[src/rtl/dmem_word_arbiter.sv]
// dmem_word_arbiter
// Splits 32-bit word accesses into four big-endian byte beats on a byte-wide,
// single-port synchronous memory, and arbitrates that memory between the CPU
// load/store path and the debug/loader port.
//
// Build option:
//   DMEM_ARB_DBG_PRIORITY_EN  - when defined, the debug port wins every tie and
//                               the round-robin last-grant register is removed.
//                               When undefined, ties alternate round-robin.

module dmem_word_arbiter #(
    parameter int ADDR_W  = 10,
    parameter bit RR_INIT = 1'b0
) (
    input  logic              clk,
    input  logic              rst_n,
    input  logic              cpu_req,
    input  logic              cpu_we,
    input  logic [ADDR_W-1:0] cpu_addr,
    input  logic [31:0]       cpu_wdata,
    output logic [31:0]       cpu_rdata,
    output logic              cpu_ack,
    output logic              cpu_err,
    output logic              cpu_stall,
    input  logic              dbg_req,
    input  logic              dbg_we,
    input  logic [ADDR_W-1:0] dbg_addr,
    input  logic [31:0]       dbg_wdata,
    output logic [31:0]       dbg_rdata,
    output logic              dbg_ack,
    output logic              dbg_err,
    output logic              mem_en,
    output logic              mem_we,
    output logic [ADDR_W-1:0] mem_addr,
    output logic [7:0]        mem_wdata,
    input  logic [7:0]        mem_rdata
);

    typedef enum logic [2:0] {
        S_IDLE   = 3'd0,
        S_BEAT   = 3'd1,
        S_RDWAIT = 3'd2,
        S_ACK    = 3'd3,
        S_ERR    = 3'd4
    } state_t;

    // Byte k of a word, most significant byte first.
    function automatic logic [7:0] beat_byte(input logic [31:0] w, input logic [1:0] k);
        logic [7:0] b;
        case (k)
            2'd0:    b = w[31:24];
            2'd1:    b = w[23:16];
            2'd2:    b = w[15:8];
            2'd3:    b = w[7:0];
            default: b = 8'd0;
        endcase
        return b;
    endfunction

    state_t            state_q, state_d;
    logic [1:0]        beat_q, beat_d;
    logic [ADDR_W-3:0] word_q, word_d;      // word index of the granted access
    logic              we_q, we_d;
    logic [31:0]       wdata_q, wdata_d;
    logic              sel_q, sel_d;        // 1 = debug port owns the access
    logic [31:0]       shift_q, shift_d;    // read data assembled MSB-first
    logic              cap_q, cap_d;        // mem_rdata holds a read byte this cycle
`ifndef DMEM_ARB_DBG_PRIORITY_EN
    logic              last_q, last_d;      // 1 = debug won the last tie
`endif

    logic              mem_en_d, mem_we_d;
    logic [ADDR_W-1:0] mem_addr_d;
    logic [7:0]        mem_wdata_d;
    logic              cpu_ack_d, cpu_err_d, dbg_ack_d, dbg_err_d;
    logic [31:0]       cpu_rdata_d, dbg_rdata_d;

    logic              grant_dbg_s;
    logic [ADDR_W-1:0] req_addr_s;
    logic              done_s;
    logic              err_s;
    logic [31:0]       rdata_s;

    // Stall is combinational so the CPU freezes in the very cycle it requests.
    assign cpu_stall = cpu_req & ~cpu_ack;

    // Arbitration, request latching, beat sequencing and read-byte capture.
    always_comb begin
        state_d     = state_q;
        beat_d      = beat_q;
        word_d      = word_q;
        we_d        = we_q;
        wdata_d     = wdata_q;
        sel_d       = sel_q;
        shift_d     = cap_q ? {shift_q[23:0], mem_rdata} : shift_q;
        cap_d       = 1'b0;
        grant_dbg_s = 1'b0;
        req_addr_s  = '0;
`ifndef DMEM_ARB_DBG_PRIORITY_EN
        last_d      = last_q;
`endif
        case (state_q)
            S_IDLE: begin
                if (cpu_req || dbg_req) begin
`ifdef DMEM_ARB_DBG_PRIORITY_EN
                    grant_dbg_s = dbg_req;
`else
                    if (cpu_req && dbg_req) begin
                        // Tie: the side that did not win the previous tie goes now.
                        grant_dbg_s = ~last_q;
                        last_d      = ~last_q;
                    end else begin
                        grant_dbg_s = dbg_req;
                    end
`endif
                    req_addr_s = grant_dbg_s ? dbg_addr : cpu_addr;
                    sel_d      = grant_dbg_s;
                    word_d     = req_addr_s[ADDR_W-1:2];
                    we_d       = grant_dbg_s ? dbg_we : cpu_we;
                    wdata_d    = grant_dbg_s ? dbg_wdata : cpu_wdata;
                    beat_d     = 2'd0;
                    shift_d    = 32'd0;
                    if (req_addr_s[1:0] != 2'b00) begin
                        state_d = S_ERR;
                    end else begin
                        state_d = S_BEAT;
                    end
                end else begin
                    state_d = S_IDLE;
                end
            end
            S_BEAT: begin
                cap_d = ~we_q;
                if (beat_q == 2'd3) begin
                    beat_d  = 2'd0;
                    state_d = we_q ? S_ACK : S_RDWAIT;
                end else begin
                    beat_d  = beat_q + 2'd1;
                    state_d = S_BEAT;
                end
            end
            S_RDWAIT: state_d = S_ACK;
            S_ACK:    state_d = S_IDLE;
            S_ERR:    state_d = S_IDLE;
            default:  state_d = S_IDLE;
        endcase
    end

    // Next-cycle output values, derived from next state so outputs can be registered.
    always_comb begin
        mem_en_d = (state_d == S_BEAT);
        mem_we_d = mem_en_d & we_d;
        if (mem_en_d) begin
            mem_addr_d  = {word_d, beat_d};
            mem_wdata_d = we_d ? beat_byte(wdata_d, beat_d) : 8'd0;
        end else begin
            mem_addr_d  = '0;
            mem_wdata_d = 8'd0;
        end
        done_s      = (state_d == S_ACK) || (state_d == S_ERR);
        err_s       = (state_d == S_ERR);
        rdata_s     = ((state_d == S_ACK) && !we_d) ? shift_d : 32'd0;
        cpu_ack_d   = done_s & ~sel_d;
        cpu_err_d   = err_s & ~sel_d;
        cpu_rdata_d = sel_d ? 32'd0 : rdata_s;
        dbg_ack_d   = done_s & sel_d;
        dbg_err_d   = err_s & sel_d;
        dbg_rdata_d = sel_d ? rdata_s : 32'd0;
    end

    // State and registered outputs; reset aborts any access at once.
    always_ff @(posedge clk or negedge rst_n) begin
        if (!rst_n) begin
            state_q   <= S_IDLE;
            beat_q    <= 2'd0;
            word_q    <= '0;
            we_q      <= 1'b0;
            wdata_q   <= 32'd0;
            sel_q     <= 1'b0;
            shift_q   <= 32'd0;
            cap_q     <= 1'b0;
`ifndef DMEM_ARB_DBG_PRIORITY_EN
            last_q    <= ~RR_INIT;
`endif
            mem_en    <= 1'b0;
            mem_we    <= 1'b0;
            mem_addr  <= '0;
            mem_wdata <= 8'd0;
            cpu_ack   <= 1'b0;
            cpu_err   <= 1'b0;
            cpu_rdata <= 32'd0;
            dbg_ack   <= 1'b0;
            dbg_err   <= 1'b0;
            dbg_rdata <= 32'd0;
        end else begin
            state_q   <= state_d;
            beat_q    <= beat_d;
            word_q    <= word_d;
            we_q      <= we_d;
            wdata_q   <= wdata_d;
            sel_q     <= sel_d;
            shift_q   <= shift_d;
            cap_q     <= cap_d;
`ifndef DMEM_ARB_DBG_PRIORITY_EN
            last_q    <= last_d;
`endif
            mem_en    <= mem_en_d;
            mem_we    <= mem_we_d;
            mem_addr  <= mem_addr_d;
            mem_wdata <= mem_wdata_d;
            cpu_ack   <= cpu_ack_d;
            cpu_err   <= cpu_err_d;
            cpu_rdata <= cpu_rdata_d;
            dbg_ack   <= dbg_ack_d;
            dbg_err   <= dbg_err_d;
            dbg_rdata <= dbg_rdata_d;
        end
    end

endmodule

[config.mk]
export PLATFORM = sky130hd
export DESIGN_NAME = dmem_word_arbiter
export DESIGN_NICKNAME = d
export VERILOG_FILES = /design/src/rtl/dmem_word_arbiter.sv
export SDC_FILE = /design/constraint.sdc
export NUM_CORES = 1
export LEC_CHECK = 0
export ABC_AREA = 1
export BUFFER_PORTS_ARGS = -buffer_cell sky130_fd_sc_hd__buf_2
export CAP_MARGIN = 20
export CORE_MARGIN = 8
export CORE_UTILIZATION = 57
export DETAILED_ROUTE_END_ITERATION = 10
export PLACE_DENSITY = 0.95
export RECOVER_POWER = 25
export SYNTH_ARGS = -nofsm -noshare
export SYNTH_HDL_FRONTEND = slang
export SYNTH_SLANG_ARGS = --single-unit
[constraint.sdc]
create_clock -name clk -period 2.6 [get_ports clk]
set_input_delay 0.26 -clock clk [delete_from_list [all_inputs] [get_ports clk]]
set_output_delay 0.26 -clock clk [all_outputs]
set_load 0.01 [all_outputs]
After elaboration in Yosys (flattened, before gate mapping)
Cells that the tools add are included.
- output and inout bits: 89
- flip-flop bits (word level): 169
- reductions and logical operators: 9
- bitwise gates (word level): 10
- eq/ne operators: 9
- multiplexer cells: 33
- $add $sub $neg: 1
- operators by type and width (operator ; number):
    two-way mux 32 bit ; 9
    two-way mux 8 bit ; 4
    case mux 8 bit (4 select lines) ; 1
    two-way mux 10 bit ; 2
    two-way mux 1 bit ; 10
    case mux 3 bit (3 select lines) ; 1
    AND 1 bit ; 6
    == test 2 bit, second input constant ; 3
    == test 3 x 1 -> 1 bit, second input constant ; 2
    == test 3 x 2 -> 1 bit, second input constant ; 2
    two-way mux 2 bit ; 3
    two-way mux 3 bit ; 2
    inverter 1 bit ; 4
    case mux 2 bit (2 select lines) ; 1
    == test 3 bit, second input constant ; 1
    zero test 3 bit ; 1
    AND reduction 3 bit ; 1
    adder 2 x 1 -> 2 bit, second input constant ; 1
    == test 2 x 1 -> 1 bit, second input constant ; 1
    logical AND 1 bit ; 2
    zero test 2 bit ; 1
    logical OR 1 bit ; 2
    nonzero test 2 bit ; 1
    zero test 1 bit ; 1

Longest topological paths before layout
Gate-level depths: netlist of run 1.
- word-level depth: 13
- gate-level depth with buffers: 13

Least setup slack after synthesis of run 1
OpenSTA, ideal clock, no wires.
- path type: reg-to-reg
- from: reg last_q
- to: reg dbg_rdata[10]
- arrival: 1.424 ns
- clock period less this slack: 1.559 ns
- path buffers: 1
- setup slack: 1.041 ns
- cell stages (with the launch flop): 7
- cells stage by stage: dfstp_2 > nand2_2 > nand2_4 > inv_4 > a22oi_4 > clkbuf_1 > nor3_1
- longest elaborated chain between the ends: 13
- RTL lines (what ; RTL line ; text):
    start: declaration ; 69 ; logic last_q, last_d;
    start signal: assignment ; 183 ; last_q <= ~RR_INIT;
    start signal: assignment ; 205 ; last_q <= last_d;
    inverter 1 bit (*) ; 110 ; grant_dbg_s = ~last_q;
    two-way mux 1 bit (*) ; 108 ; if (cpu_req && dbg_req) begin
    two-way mux 1 bit (*) ; 104 ; if (cpu_req || dbg_req) begin
    two-way mux 1 bit (*) ; 102 ; case (state_q)
    two-way mux 10 bit ; 116 ; req_addr_s = grant_dbg_s ? dbg_addr : cpu_addr;
    nonzero test 2 bit ; 123 ; if (req_addr_s[1:0] != 2'b00) begin
    two-way mux 3 bit ; 123 ;
    two-way mux 3 bit ; 104 ;
    case mux 3 bit (3 select lines) ; 102 ;
    == test 3 x 2 -> 1 bit ; 162 ; rdata_s = ((state_d == S_ACK) && !we_d) ? shift_d : 32'd0;
    logical AND 1 bit ; 162 ;
    two-way mux 32 bit ; 162 ;
    two-way mux 32 bit (*) ; 168 ; dbg_rdata_d = sel_d ? rdata_s : 32'd0;
    named net dbg_rdata_d[10] ; 76 ; logic [31:0] cpu_rdata_d, dbg_rdata_d;
    end signal: assignment ; 216 ; dbg_rdata <= dbg_rdata_d;
    end: declaration ; 29 ; output logic [31:0] dbg_rdata,
Mark *: on every way through the listed nets, which the timed path passes. The rest lies on a longest branch. The select of a mux whose other input is x is not followed.
A chain may end at the register's enable or synchronous reset.

Worst setup path after layout of run 1
- from: reg last_q
- to: reg dbg_rdata[24]
The elaborated chain is that of the path after synthesis.

==> impl_results.md, run 1 <==
- Count of pins over their slew limit: 67
- Setup TNS: 0 ps
- # nets final: 1048
- Slew HR: -0.143
- Synth area leaders: dfrtp_1, nand2_1, inv_1, nor3_1, nand3_1
- Horiz. Die Dim: 128 um
- Via count: 5765
- Final instance area: 8770 sq um
- GRT Resource Usage Total: 0.222
- Crit path required time: 2910 ps
- PortBufs: 186
- Die area: 16400 sq um
- Final hold violations: 0
- Layout Cells excl Fill: 1135
- # resized after CTS: 0
- Depth of the worst hold-timing path: 3
- YS warnings: 0
- Fmax achieved: 0.407 GHz
- Share of cells above drive strength 1: 0.261
- MaxCap Viol Count: 1
- Core ar.: 12500 sq um
- Total iterations of the first detailed-routing run: 4
- Mapped cell area: 7170 sq um
- Yosys top cell area share: 0.586
- Maximum VDD drop: 0.000563 V
- Gr ovfl total: 0
- Synthesis-stage register bit count: 169
- Most common cell after layout, fill and taps aside: nand2_1
- Highest net fanout along the worst path: 32
- Post-Syn Nets: 869
- # clock sinks: 169
- Initial Util: 0.576
- HP Class: input pin to register
- Share of the yosys chip area belonging to registers: 0.590
- Worst-path clk slew: 60 ps
- Unrepaired setup endpoints after global routing: no
- Distinct cells, synth: 33
- Placed insts: 1100
- Reg2Reg Depth: 8
- Period utilization: 0.946
- Largest net degree at the start of global routing: 69
- Kind of critical path: register to register
- Routed vias/inst: 5.08
- Root buffer cell: clkbuf_16
- Postcts setup bufs: 0
- CTS tree: built
- Initial antenna violation count: 1
- Endpoints failing setup: 0
- Vias in the first global route: 5966
- Post-synth top area cell: dfrtp_1
- Status: finished with violations
- Die Span Y: 128 um
- Io pins: 187
- Placed Area: 8220 sq um
- Worst path arrival time: 2770 ps
- Synth Instances: 770
- Worst Clk Skew: 16.2 ps
- Synthesized area per cell: 9.32 sq um
- Clock latency on the worst-skew pair: 430 ps
- Pwr per Cell Area: 1030 nW/um^2
- First-pass GRT wire length: 28400 um
- CTS Buf Count: 17
- Total wire length: 18100 um
- Min Tclk post-route: 2460 ps
- Slew @ Worst Pin: 1710 ps
- Clk buf depth: 2
- Pwr Total: 9.05 mW
- H-tree depth: 4
- Most frequent cells in the layout: nand2_1, dfrtp_1, buf_2, inv_1, nor3_1
- GP Congestion: 0.860
- Failing checks: capacitance limit, slew limit
- Syn-to-layout area delta: 22.3%
- # DRC: 0
- # rows: 41
- Worst setup EP type: register
- Startpoint type of the worst setup path: register
- Cell leakage power: 5.00 nW
- Drt wl/cell: 16.0 um
- Initial DRC Count: 432
- Post-DRT Antenna Nets: 0
- Post-DP HPWL: 12500 um
## power by group
group          leakage [nW]  total, mW  internal, mW  switching (mW)
Sequential             2.24       3.41          3.20           0.207
Combinational          2.47       3.13         0.988            2.14
Clock                 0.287       2.51          1.43            1.08
Total                  5.00       9.05          5.62            3.43
## synth_stat cells
cell type and instances:
dfrtp_1 168, inv_1 101, nand3_4 1, buf_1 1, nor2_4 2, nand3_1 60
nor3_2 2, or2_2 16, o21ai_2 1, dfstp_2 1, ha_1 1, inv_2 2
nand2_4 1, mux2_2 23, o21ai_0 1, a22oi_4 1, inv_4 1, xnor2_1 1
nor3_1 62, clkinv_1 1, nor2_1 36, mux2_1 9, clkbuf_1 14, nand2_1 205
buf_4 3, a21oi_1 9, or2_1 1, and2_1 8, nand3b_1 9, buf_6 7
nand2_2 4, buf_2 16, nor2_2 2
## layout make-up
type                            instances  area, sq um
Antenna cell                            1         2.50
Clock buffer                           17          425
Clock inverter                         15          163
Fill cell                             955         3690
Inverter                              105          397
Multi-Input combinational cell        456         2320
Sequential cell                       169         4230
Tap cell                              172          215
Timing Repair Buffer                  200         1020
## worst paths after layout
check,start,endpoint,slack (ps)
setup / recovery,last_q$_DFFE_PN1P_,dbg_rdata[24]$_DFF_PN0_,140
hold / removal,cpu_req,last_q$_DFFE_PN1P_,130
setup reg to reg,last_q$_DFFE_PN1P_,dbg_rdata[24]$_DFF_PN0_,140
hold reg to reg,we_q$_DFF_PN0_,cap_q$_DFF_PN0_,460
max in group asynchronous,rst_n,beat_q[0]$_DFF_PN0_,730
min in group asynchronous,rst_n,cpu_rdata[30]$_DFF_PN0_,830
## metrics by stage
| stage | hold WS [ps] | util | worst slack (ps) |
|---|---|---|---|
| final | 134 | 0.704 | 141 |
| after global routing | 167 | 0.704 | 24.9 |
| after CTS | 132 | 0.707 | 190 |
| after detailed placement | 308 | 0.659 | 212 |
| after global placement | 302 | 0.659 | 423 |
| after floorplan | -35.6 | - | 1040 |
## per-layer routing
metal  GRT usage  up-vias  part of all wire
li1            -     2756                 -
met1       0.258     2704              0.39
met2       0.379      267              0.51
met3      0.0562       38             0.071
met4      0.0986        0             0.029
met5           0        -                 0
## cells by family after synthesis
family	after synthesis	share of synthesized area
flip-flops	169	0.590
XOR/XNOR	1	0.00122
AND/OR/NAND/NOR	409	0.258
adder cells (fa/ha/maj)	1	0.00174
multiplexers	32	0.0502
AO/OA/AOI/OAI	12	0.0112
buffers and inverters	146	0.0884
## critical path, cell delays in order, from the launching register on
cell and delay, ps:
dfstp_2 550, nand2_2 70, nand2_4 190, inv_4 180, nand2_1 100, nand3_1 90, nand2_2 200, nand3_2 590
nor3_1 380
## flip-flops by register name, indices dropped and copies added (netlist names), 2 cells and up
| signal | flops |
|---|---|
| shift_q | 32 |
| mem_wdata | 8 |
| beat_q | 2 |
| cpu_rdata | 32 |
| mem_addr | 10 |
| dbg_rdata | 32 |
| wdata_q | 32 |
| state_q | 3 |
| word_q | 8 |
## repair_timing
item / in CTS / in global routing
setup endpoints to repair: 0 / 3
endpoints found under the hold margin: 65 / 0
hold buffers: 1 / 0
(Power assumes the default switching activity.)
==> inputs of run 2 (changes only) <==
- BUFFER_PORTS_ARGS: -buffer_cell sky130_fd_sc_hd__buf_2 -> -buffer_cell sky130_fd_sc_hd__buf_4
==> run 2 against run 1 <==
Against the previous run:
- the run still ends with capacitance limit, slew limit left
- utilization grew 3.0 points
- sequential share of layout area shrank 2.0 points
- non-clock buffer count stayed put
- clock skew down 7.0 ps
- setup slack better by 230 ps
- sequential cell count is the same
- routed wire length rose by 5.4%
- clock power barely moved
- largest power group unchanged
- highest routed layer unchanged
==> impl_results.md, run 2 (same netlist as run 1, synthesis figures left out) <==
- Status: finished with violations
- Failing checks: capacitance limit, slew limit
- Syn-to-layout area delta: 27.5%
- Root buffer cell: clkbuf_16
- Via count: 5887
- Largest net degree at the start of global routing: 73
- Top Family by Delay on Critical Path: simple AND/OR/NAND/NOR gates
- Crit path cell chain: nand2_2, nand2_4, inv_4, nand2_1, nand3_1, nand2_2, nand3_4, nor3_1
- Fmax achieved: 0.448 GHz
- First-pass GRT wire length: 29500 um
- Unrepaired setup endpoints after global routing: no
- GP Congestion: 0.852
- Worst path depth: 8
- PortBufs: 186
- # nets final: 1048
- FILL cells: 919
- Postcts setup bufs: 0
- Worst setup EP type: register
- Slew @ Worst Pin: 1710 ps
- Worst path arrival time: 2530 ps
- Pwr Total: 9.24 mW
- Total wire length: 19100 um
- Crit-path most repeated cell: nand2_2
- Routed vias/inst: 5.19
- Endpoints failing setup: 0
- Highest net fanout along the worst path: 32
- Final hold violations: 0
- H-tree depth: 4
- Initial Util: 0.576
- Worst Clk Skew: 9.19 ps
- Horiz. Die Dim: 128 um
- Crit path required time: 2900 ps
- Initial DRC Count: 419
- Layout Cells excl Fill: 1134
- Core ar.: 12500 sq um
- Post-DP HPWL: 13100 um
- Slowest stage delay, CP: 550 ps
- Clk buf depth: 2
- Slew HR: -0.143
- CTS tree: built
- Depth of the worst hold-timing path: 3
- CP bufs+invs: 1
- Vias in the first global route: 6022
- MaxCap Viol Count: 1
- Clock latency on the worst-skew pair: 420 ps
- # clock sinks: 169
- Worst-path clk slew: 70 ps
- Cell leakage power: 5.09 nW
- Total iterations of the first detailed-routing run: 6
- Io pins: 187
- # DRC: 0
- WHS: 123 ps
- Antenna fix cells: 0
- Reg2Reg Depth: 8
- Most common cell after layout, fill and taps aside: nand2_1
- Post-DRT Antenna Nets: 0
- CTS Buf Count: 17
- HP Class: input pin to register
- Startpoint type of the worst setup path: register
- Initial antenna violation count: 0
- Pwr per Cell Area: 1010 nW/um^2
- Placed insts: 1100
- Count of pins over their slew limit: 72
- Min Tclk post-route: 2230 ps
- Max stage delay cell, worst path: dfstp_2
- Die Span Y: 128 um
- Setup TNS: 0 ps
- Maximum VDD drop: 0.000591 V
- GRT Resource Usage Total: 0.231
- # rows: 41
- Most frequent cells in the layout: nand2_1, dfrtp_1, buf_4, inv_1, nor3_1
- Share of cells above drive strength 1: 0.264
- Gr ovfl total: 0
- Period utilization: 0.858
- Die area: 16400 sq um
- Drt wl/cell: 16.9 um
- Kind of critical path: register to register
run 2: report_power, final:
part	internal [mW]	switching, mW
registers	3.20	0.223
clock network	1.44	1.07
logic	1.10	2.20
run 2: routing by layer:
layer	track usage	vias to the layer above	wire length, um
li1	-	2749	-
met3	0.0691	55	1380
met1	0.254	2828	7230
met5	0	-	0
met4	0.0965	0	582
met2	0.407	255	9920
run 2: path summary, 6_finish.rpt:
check | from | endpoint | slack [ps]
worst max register to register | last_q$_DFFE_PN1P_ | cpu_rdata[22]$_DFF_PN0_ | 370
worst min register to register | we_q$_DFF_PN0_ | cap_q$_DFF_PN0_ | 470
max in group asynchronous | rst_n | wdata_q[4]$_DFF_PN0_ | 600
min in group asynchronous | rst_n | cpu_rdata[28]$_DFF_PN0_ | 840
worst min-delay path | cpu_req | last_q$_DFFE_PN1P_ | 120
worst max-delay path | last_q$_DFFE_PN1P_ | cpu_rdata[22]$_DFF_PN0_ | 370
run 2: layout make-up:
type	instances	area [sq um]	area share
inverter	105	397	0.0434
timing repair buffer	200	1380	0.151
sequential	169	4230	0.462
multi-input combinational	456	2330	0.255
clock buffer	17	425	0.0465
tap	172	215	0.0235
clock inverter	15	165	0.0181
run 2: worst min-delay path, stage by stage:
cell	delay, ps
buf_4	120
nand3_1	90
xnor2_1	60
run 2: what timing repair did:
action	CTS	global route
setup endpoints to repair	0	4
hold buffers	1	0
gates resized for setup	0	1
endpoints found under the hold margin	69	0
run 2: metrics by stage:
step                      worst slack (ps)  area (sq um)   util
after floorplan                       1040          7170      -
after global routing                   171          9150  0.734
after CTS                              181          9270  0.743
after global placement                 383          8670  0.695
final                                  370          9150  0.734
after detailed placement               197          8670  0.695
